===== config.mk =====
export PLATFORM = sky130hd
export DESIGN_NAME = hci_cmd_sequencer
export DESIGN_NICKNAME = d
export VERILOG_FILES = /design/src/rtl/hci_cmd_sequencer.sv
export SDC_FILE = /design/constraint.sdc
export NUM_CORES = 1
export LEC_CHECK = 0
export ABC_AREA = 1
export CORE_AREA = 5 5 125 91
export CTS_BUF_LIST = sky130_fd_sc_hd__clkbuf_4
export DETAILED_ROUTE_END_ITERATION = 16
export DIE_AREA = 0 0 130 96
export PLACE_DENSITY = 0.83
export SETUP_SLACK_MARGIN = 0.1
export SYNTH_ARGS = -nofsm -noshare
export SYNTH_HDL_FRONTEND = slang
export SYNTH_SLANG_ARGS = --single-unit

===== constraint.sdc =====
create_clock -name clk_i -period 1.7 [get_ports clk_i]
set_input_delay 0.17 -clock clk_i [delete_from_list [all_inputs] [get_ports clk_i]]
set_output_delay 0.17 -clock clk_i [all_outputs]
set_load 0.01 [all_outputs]

===== src/rtl/hci_cmd_sequencer.sv =====
// PIO command sequencer: pops descriptors, reads the DAT entry, drives one transfer and posts one response.
// Optional XFER_WAIT watchdog is enabled by defining HCI_CMD_TIMEOUT_EN.
module hci_cmd_sequencer #(
    parameter int unsigned DatDepth      = 128,
    parameter int unsigned CmdFifoWidth  = 64,
    parameter int unsigned RespFifoWidth = 32,
    parameter int unsigned TimeoutCycles = 4096
) (
    input  logic                          clk_i,
    input  logic                          rst_ni,
    input  logic                          cmdrst_i,
    input  logic                          cmd_fifo_rvalid_i,
    output logic                          cmd_fifo_rready_o,
    input  logic [CmdFifoWidth-1:0]       cmd_fifo_rdata_i,
    output logic                          dat_read_valid_o,
    output logic [$clog2(DatDepth)-1:0]   dat_index_o,
    input  logic [63:0]                   dat_rdata_i,
    output logic                          xfer_req_o,
    input  logic                          xfer_ack_i,
    output logic [6:0]                    xfer_addr_o,
    output logic                          xfer_rnw_o,
    output logic [15:0]                   xfer_len_o,
    input  logic                          xfer_done_i,
    input  logic [3:0]                    xfer_status_i,
    output logic                          xfer_abort_o,
    output logic                          resp_fifo_wvalid_o,
    input  logic                          resp_fifo_wready_i,
    output logic [RespFifoWidth-1:0]      resp_fifo_wdata_o,
    output logic                          busy_o
);

    localparam int unsigned IdxW        = $clog2(DatDepth);
    localparam logic [3:0]  StatusParam = 4'h6;
    localparam logic [3:0]  StatusTmo   = 4'hA;

    typedef enum logic [2:0] {
        IDLE,
        DECODE,
        DAT_RD,
        DAT_WAIT,
        XFER_REQ,
        XFER_WAIT,
        RESP
    } state_e;

    state_e      state;
    logic [2:0]  attr_q;
    logic [3:0]  tid_q;
    logic        rnw_q;
    logic [6:0]  dev_q;
    logic [15:0] len_q;
    logic        timeout_c;

    function automatic logic [RespFifoWidth-1:0] resp_word(input logic [3:0] status,
                                                            input logic [3:0] tid,
                                                            input logic [15:0] len);
        return RespFifoWidth'({status, tid, 8'h00, len});
    endfunction

    // Descriptor fields and DAT bits the sequencer does not consume.
    logic unused_bits;
    assign unused_bits = ^{cmd_fifo_rdata_i[15:8], cmd_fifo_rdata_i[47:23],
                           dat_rdata_i[63:23], dat_rdata_i[15:0]};

`ifdef HCI_CMD_TIMEOUT_EN
    localparam logic [15:0] TimeoutLast = 16'(TimeoutCycles - 1);
    logic [15:0] wait_cnt;

    // Counter is zero on every XFER_WAIT entry and counts cycles spent waiting.
    always_ff @(posedge clk_i or negedge rst_ni) begin
        if (!rst_ni) begin
            wait_cnt <= '0;
        end else if (cmdrst_i || (state != XFER_WAIT)) begin
            wait_cnt <= '0;
        end else begin
            wait_cnt <= wait_cnt + 16'd1;
        end
    end

    assign timeout_c = (wait_cnt == TimeoutLast);
`else
    logic unused_timeout;
    assign unused_timeout = ^32'(TimeoutCycles);
    assign timeout_c      = 1'b0;
`endif

    always_ff @(posedge clk_i or negedge rst_ni) begin
        if (!rst_ni) begin
            state              <= IDLE;
            attr_q             <= '0;
            tid_q              <= '0;
            rnw_q              <= 1'b0;
            dev_q              <= '0;
            len_q              <= '0;
            cmd_fifo_rready_o  <= 1'b0;
            dat_read_valid_o   <= 1'b0;
            dat_index_o        <= '0;
            xfer_req_o         <= 1'b0;
            xfer_addr_o        <= '0;
            xfer_rnw_o         <= 1'b0;
            xfer_len_o         <= '0;
            xfer_abort_o       <= 1'b0;
            resp_fifo_wvalid_o <= 1'b0;
            resp_fifo_wdata_o  <= '0;
            busy_o             <= 1'b0;
        end else begin
            cmd_fifo_rready_o <= 1'b0;
            dat_read_valid_o  <= 1'b0;
            xfer_abort_o      <= 1'b0;

            // Queue soft reset overrides everything; an in-flight transfer is aborted.
            if (cmdrst_i) begin
                state              <= IDLE;
                busy_o             <= 1'b0;
                xfer_req_o         <= 1'b0;
                resp_fifo_wvalid_o <= 1'b0;
                xfer_abort_o       <= (state == XFER_REQ) || (state == XFER_WAIT);
            end else begin
                unique case (state)
                    IDLE: begin
                        if (cmd_fifo_rvalid_i) begin
                            cmd_fifo_rready_o <= 1'b1;
                            attr_q            <= cmd_fifo_rdata_i[2:0];
                            tid_q             <= cmd_fifo_rdata_i[6:3];
                            rnw_q             <= cmd_fifo_rdata_i[7];
                            dev_q             <= cmd_fifo_rdata_i[22:16];
                            len_q             <= cmd_fifo_rdata_i[63:48];
                            busy_o            <= 1'b1;
                            state             <= DECODE;
                        end
                    end
                    DECODE: begin
                        if ((attr_q != 3'd0) || (32'(dev_q) >= DatDepth)) begin
                            resp_fifo_wdata_o  <= resp_word(StatusParam, tid_q, len_q);
                            resp_fifo_wvalid_o <= 1'b1;
                            state              <= RESP;
                        end else begin
                            dat_read_valid_o <= 1'b1;
                            dat_index_o      <= IdxW'(dev_q);
                            state            <= DAT_RD;
                        end
                    end
                    DAT_RD: begin
                        state <= DAT_WAIT;
                    end
                    DAT_WAIT: begin
                        xfer_addr_o <= dat_rdata_i[22:16];
                        xfer_rnw_o  <= rnw_q;
                        xfer_len_o  <= len_q;
                        xfer_req_o  <= 1'b1;
                        state       <= XFER_REQ;
                    end
                    XFER_REQ: begin
                        if (xfer_ack_i) begin
                            xfer_req_o <= 1'b0;
                            state      <= XFER_WAIT;
                        end
                    end
                    XFER_WAIT: begin
                        // A done in the same cycle as the watchdog expiry takes precedence.
                        if (xfer_done_i) begin
                            resp_fifo_wdata_o  <= resp_word(xfer_status_i, tid_q, len_q);
                            resp_fifo_wvalid_o <= 1'b1;
                            state              <= RESP;
                        end else if (timeout_c) begin
                            xfer_abort_o       <= 1'b1;
                            resp_fifo_wdata_o  <= resp_word(StatusTmo, tid_q, len_q);
                            resp_fifo_wvalid_o <= 1'b1;
                            state              <= RESP;
                        end
                    end
                    RESP: begin
                        if (resp_fifo_wready_i) begin
                            resp_fifo_wvalid_o <= 1'b0;
                            busy_o             <= 1'b0;
                            state              <= IDLE;
                        end
                    end
                    default: begin
                        state  <= IDLE;
                        busy_o <= 1'b0;
                    end
                endcase
            end
        end
    end

endmodule


Word-level counts from Yosys, hierarchy flattened

Cells that the tools add are included.

Bits in registers: 103
Output and inout bits: 69

Equality and inequality tests: 14
Multiplexer cells: 28
Bitwise logic cells: 2
Reductions and logical operators: 15

Operators by type and width:

| cell                 | number |
|---|---|
| $mux W32             | 2 |
| $pmux W32 S2         | 1 |
| $pmux W3 S7          | 1 |
| $mux W3              | 6 |
| $mux W1              | 15 |
| $ne A3 B3 Y1 const B | 5 |
| $reduce_and A4 Y1    | 3 |
| $eq A3 B3 Y1 const B | 3 |
| $reduce_and A3 Y1    | 3 |
| $eq A3 B2 Y1 const B | 2 |
| $pmux W1 S3          | 2 |
| $reduce_bool A3 Y1   | 2 |
| $reduce_or A5 Y1     | 1 |
| $ne A2 B2 Y1 const B | 2 |
| $reduce_and A2 Y1    | 2 |
| $reduce_bool A4 Y1   | 1 |
| $eq A3 B1 Y1 const B | 1 |
| $logic_not A3 Y1     | 1 |
| $ne A2 B1 Y1 const B | 1 |
| $not A1 Y1           | 2 |
| $pmux W1 S2          | 1 |
| $reduce_bool A2 Y1   | 1 |
| $logic_or A1 B1 Y1   | 1 |

Logic depth before layout (Yosys ltp)

Word-level depth: 4
Gate-level depth with buffers: 9
Mapped depth without buffers: 9

Least setup slack after synthesis

Ideal clock, no wire load.

Path kind: register to register
From: register state[2]
To: register xfer_addr_o[0]
Setup time: 125 ps
Arrival: 1268 ps
Path slack: 307 ps
Cell stages (with the launch flop): 6
Path buffers: 2
Cells stage by stage: dfrtp_1 > buf_4 > nor2_4 > nand2_4 > buf_6 > mux2_4

Longest elaborated chain between the ends: 2

RTL lines:

| item                               | line | text |
|---|---|---|
| from (decl)                        | 46   | `state_e state;` |
| from (signal assigned)             | 89   | `state <= IDLE;` |
| from (signal assigned)             | 113  | `state <= IDLE;` |
| from (signal assigned)             | 129  | `state <= DECODE;` |
| $eq A3 B2 Y1                       | 119  | `unique case (state)` |
| $reduce_and A2 Y1 (no source line) | --   |  |
| to (signal assigned)               | 147  | `xfer_addr_o <= dat_rdata_i[22:16];` |
| to (decl)                          | 20   | `output logic [6:0] xfer_addr_o,` |

Every way passes these cells.
A chain may end at the register's enable or synchronous reset.

Worst setup path in the final report

From: register state[1]
To: register resp_fifo_wdata_o[6]

Longest elaborated chain between the ends: 3

RTL lines:

| item                                                                       | line | text |
|---|---|---|
| $eq A3 B1 Y1 / $eq A3 B3 Y1 (equally long branches)                        | 119  |  |
| $ne A2 B2 Y1 (no source line) / $reduce_bool A2 Y1 (equally long branches) | --   |  |
| $reduce_and A4 Y1 (no source line)                                         | --   |  |
| to (signal assigned)                                                       | 134  | `resp_fifo_wdata_o <= resp_word(StatusParam, tid_q, len_q);` |
| to (signal assigned)                                                       | 162  | `resp_fifo_wdata_o <= resp_word(xfer_status_i, tid_q, len_q);` |
| to (signal assigned)                                                       | 167  | `resp_fifo_wdata_o <= resp_word(StatusTmo, tid_q, len_q);` |
| to (decl)                                                                  | 28   | `output logic [RespFifoWidth-1:0] resp_fifo_wdata_o,` |

Parallel ways exist; a longest one is shown, timed or not.

==> results.md <==
* Cell area after synthesis at 4000 sq um
* CP Capture Type: flip-flop
* Vert. Die Dim at 96 um
* Initial antenna violation count at 0
* Worst Reg-to-Reg Cells at 9
* Final core utilization at 0.549
* Clock insertion delay at the later pin of the skew report at 0.43 ns
* Hold violation total from the final report at 0
* Fin Clk Skew at 0.0149 ns
* Xor-xnor portion of the synthesized cell area at 0
* Critical path launch point type: flip-flop
* Outcome: completed
* Clock net sink count at 95
* Biggest fanout along the worst timing path at 12
* Power density over the cells at 1580 nW/um^2
* Global routing usage summed across all routing layers at 0.168
* Average cell area after synthesis at 9.45 sq um
* Via count of the first global-routing pass at 3283
* Data arrival time of the critical path at 1.87 ns
* Highest ir drop seen on vdd at 0.000843 V
* Worst setup path startpoint: state[1]$_DFFE_PN0P_
* Final critical delay including setup and external delays at 1.54 ns
* Worst Hold Margin at 0.214 ns
* Met3 track utilization from global routing at 0.0422
* Simple-Gate Fraction of Synth Area at 0.237
* Required time of the worst setup path at 2.03 ns
* Proportion of synthesized area in mux cells at 0.0441
* Layout cells sized above 1 at 0.118
* Initial DRC Count at 162
* Total congestion overflow at 0
* Clock-pin slew of the registers on the worst-case setup and hold paths at 0.14 ns
* Share of the cycle needed by the critical path after routing at 0.905
* Count of buffers from port buffering at 109
* First-pass GRT wire length at 16.3 mm
* Count of unresolved DRC violations after routing at 0
* Fmax at 650 MHz
* TritonCTS clock tree: yes
* Setup repair after global routing missed its margin: false
* Final slew viol count at 0
* Fraction of the mapped netlist area in adder cells at 0.00626
* Global placer's final weighted congestion at 0.868
* Core Region at 10100 sq um
* Root buffer selected by CTS: clkbuf_4
* Pin count of the biggest net entering global routing at 47
* # Max-Cap Violations at 0
* HPWL Detailed at 7.50 mm
* Via count at 3252
* I/O Pins at 208
* Number of nets still failing antenna checks after routing at 0
* Initial core utilization at 0.396
* Global routing usage on met1 at 0.226
* Placed Instance Area at 5210 sq um
* Die width at 130 um
* Post-synthesis cell count at 423
* Flip-flop and latch count after synthesis at 95
* Number of detailed-routing iterations run before antenna repair at 4
* Critical path start-end classification: flip-flop to flip-flop
* Proportion of synthesized chip area in sequential cells at 0.595
* Launch point of the worst reg-to-reg path: state[1]$_DFFE_PN0P_
* Number of core rows at 31
* Leading cell type in the layout, fill and taps excluded: nand2_1
* Total CTS buffers at 9
* Max Buffers Root-to-Sink at 2
* Antenna fix cells at 0
* Total non-filler cell area in the finished layout at 5530 sq um
* Routed WL per cell at 15.3 um
* Hold crit path type: primary input to asynchronous set/reset pin
* Final net count at 686
* Setup violators final at 0
* Setup slack, reg-to-reg at 0.16 ns
* Pre-CTS setup slack at -0.00686 ns
* Total of warnings raised by yosys at 0
* Count of distinct cell types in the synthesized netlist at 28
* Reg-to-reg critical path endpoint: resp_fifo_wdata_o[6]$_DFFE_PN0P_
* Leakage power total at 3.16 nW
* Final Total Pwr at 8.77 mW
* Mean number of vias per cell at 4.77
* Global routing's busiest layer: met2
* Dominant combinational cell family by area after synthesis: simple AND/OR/NAND/NOR gates
* # H-tree levels at 3
* Final setup slack of the worst path at 0.161 ns
* Leading cell types in the layout, fill and taps excluded: nand2_1 (173), dfrtp_1 (92), clkdlybuf4s50_1 (71), nand3_1 (30), dlymetal6s2s_1 (29)
* GR Layer Usage met2 at 0.268
* Post-synthesis compound-gate area fraction at 0.0420
* Total Die Area at 12500 sq um
* Total Wirelength at 10.5 mm
* Synthesis-to-finish area growth at 38.4%
-- per-stage QoR --
stage	cells	TNS, ns
after floorplan	430	0
after global placement	658	0
after detailed placement	658	-0.00686
after CTS	675	0
after global routing	682	0
final	682	0
-- cell families after synthesis --
logic type,after synthesis
adders and majority gates,2
buffers and inverters,54
other,1
DFF,95
muxes,13
and+or+nand+nor,227
AOI/OAI and AO/OA,31
-- cell usage after synthesis --
cell type | n | share of area
nand2_1 | 173 | 0.16
clkbuf_1 | 2 | 0.0019
a31oi_1 | 1 | 0.0016
or2_2 | 2 | 0.0031
buf_4 | 16 | 0.030
inv_2 | 2 | 0.0019
nand3_1 | 30 | 0.038
mux2_2 | 5 | 0.014
a21oi_1 | 2 | 0.0025
nand3b_1 | 2 | 0.0038
nand2_2 | 2 | 0.0031
buf_2 | 4 | 0.0050
nor2_1 | 11 | 0.010
o21ai_0 | 27 | 0.034
nand4_1 | 1 | 0.0016
clkinv_1 | 1 | 0.00094
inv_1 | 24 | 0.023
nor3_1 | 1 | 0.0013
buf_6 | 4 | 0.011
mux2_4 | 8 | 0.030
nand3_2 | 1 | 0.0025
nor2_4 | 1 | 0.0028
nand2_4 | 3 | 0.0085
dfrtp_1 | 95 | 0.59
conb_1 | 1 | 0.00094
ha_1 | 2 | 0.0063
o21ai_4 | 1 | 0.0041
clkinv_2 | 1 | 0.0013
-- layer usage --
metal / wire length [um] / vias to the layer above
li1: - / 1552
met1: 4510 / 1569
met2: 5150 / 119
met3: 662 / 12
met4: 132 / 0
met5: 0 / -
-- sequential cells by signal, indices dropped and copies added (netlist names), 3 cells and up --
| name | count |
|---|---|
| dev_q | 7 |
| xfer_addr_o | 7 |
| attr_q | 3 |
| dat_index_o | 7 |
| state | 3 |
| tid_q | 4 |
| len_q | 16 |
| resp_fifo_wdata_o | 24 |
| xfer_len_o | 16 |
-- layout make-up --
class	count	area, sq um
Fill cell	908	4550
Sequential cell	95	2380
Multi-Input combinational cell	282	1380
Timing Repair Buffer	129	1370
Tap cell	132	165
Inverter	28	106
Clock buffer	11	82.6
Clock inverter	5	56.3
-- critical path: stages (launching register included) --
cell and delay [ns]:
dfrtp_2 0.47, inv_2 0.10, nand2_2 0.09, clkinv_2 0.09
nand2_4 0.08, o21ai_4 0.19, buf_12 0.15, nand2_4 0.13
nand2_1 0.10, nand2_1 0.05
-- power by group --
part           internal (mW)  leakage, nW  switching [mW]
Sequential              3.24         1.21           0.623
Combinational           1.88         1.87            1.82
Clock                  0.484       0.0789           0.725
Total                   5.60         3.16            3.17
-- worst max path at each step --
stage / end / slack [ns]
finish: resp_fifo_wdata_o[6]$_DFFE_PN0P_ / 0.16
global route: resp_fifo_wdata_o[13]$_DFFE_PN0P_ / 0.09
CTS: resp_fifo_wdata_o[0] / 0.10
detailed placement: xfer_len_o[6]$_DFFE_PN0P_ / -0.007
global placement: xfer_len_o[12]$_DFFE_PN0P_ / 0.04
floorplan: xfer_addr_o[0]$_DFFE_PN0P_ / 0.31
-- repair_timing --
action / in CTS / in global routing
cloned: 0 / 2
gates resized for setup: 9 / 35
pin swaps: 0 / 2
endpoints found under the setup margin: 11 / 69
hold endpoints to repair: 30 / 0
hold buffers: 1 / 0
buffers inserted: 0 / 5
Power figures use the tool's default switching activity.
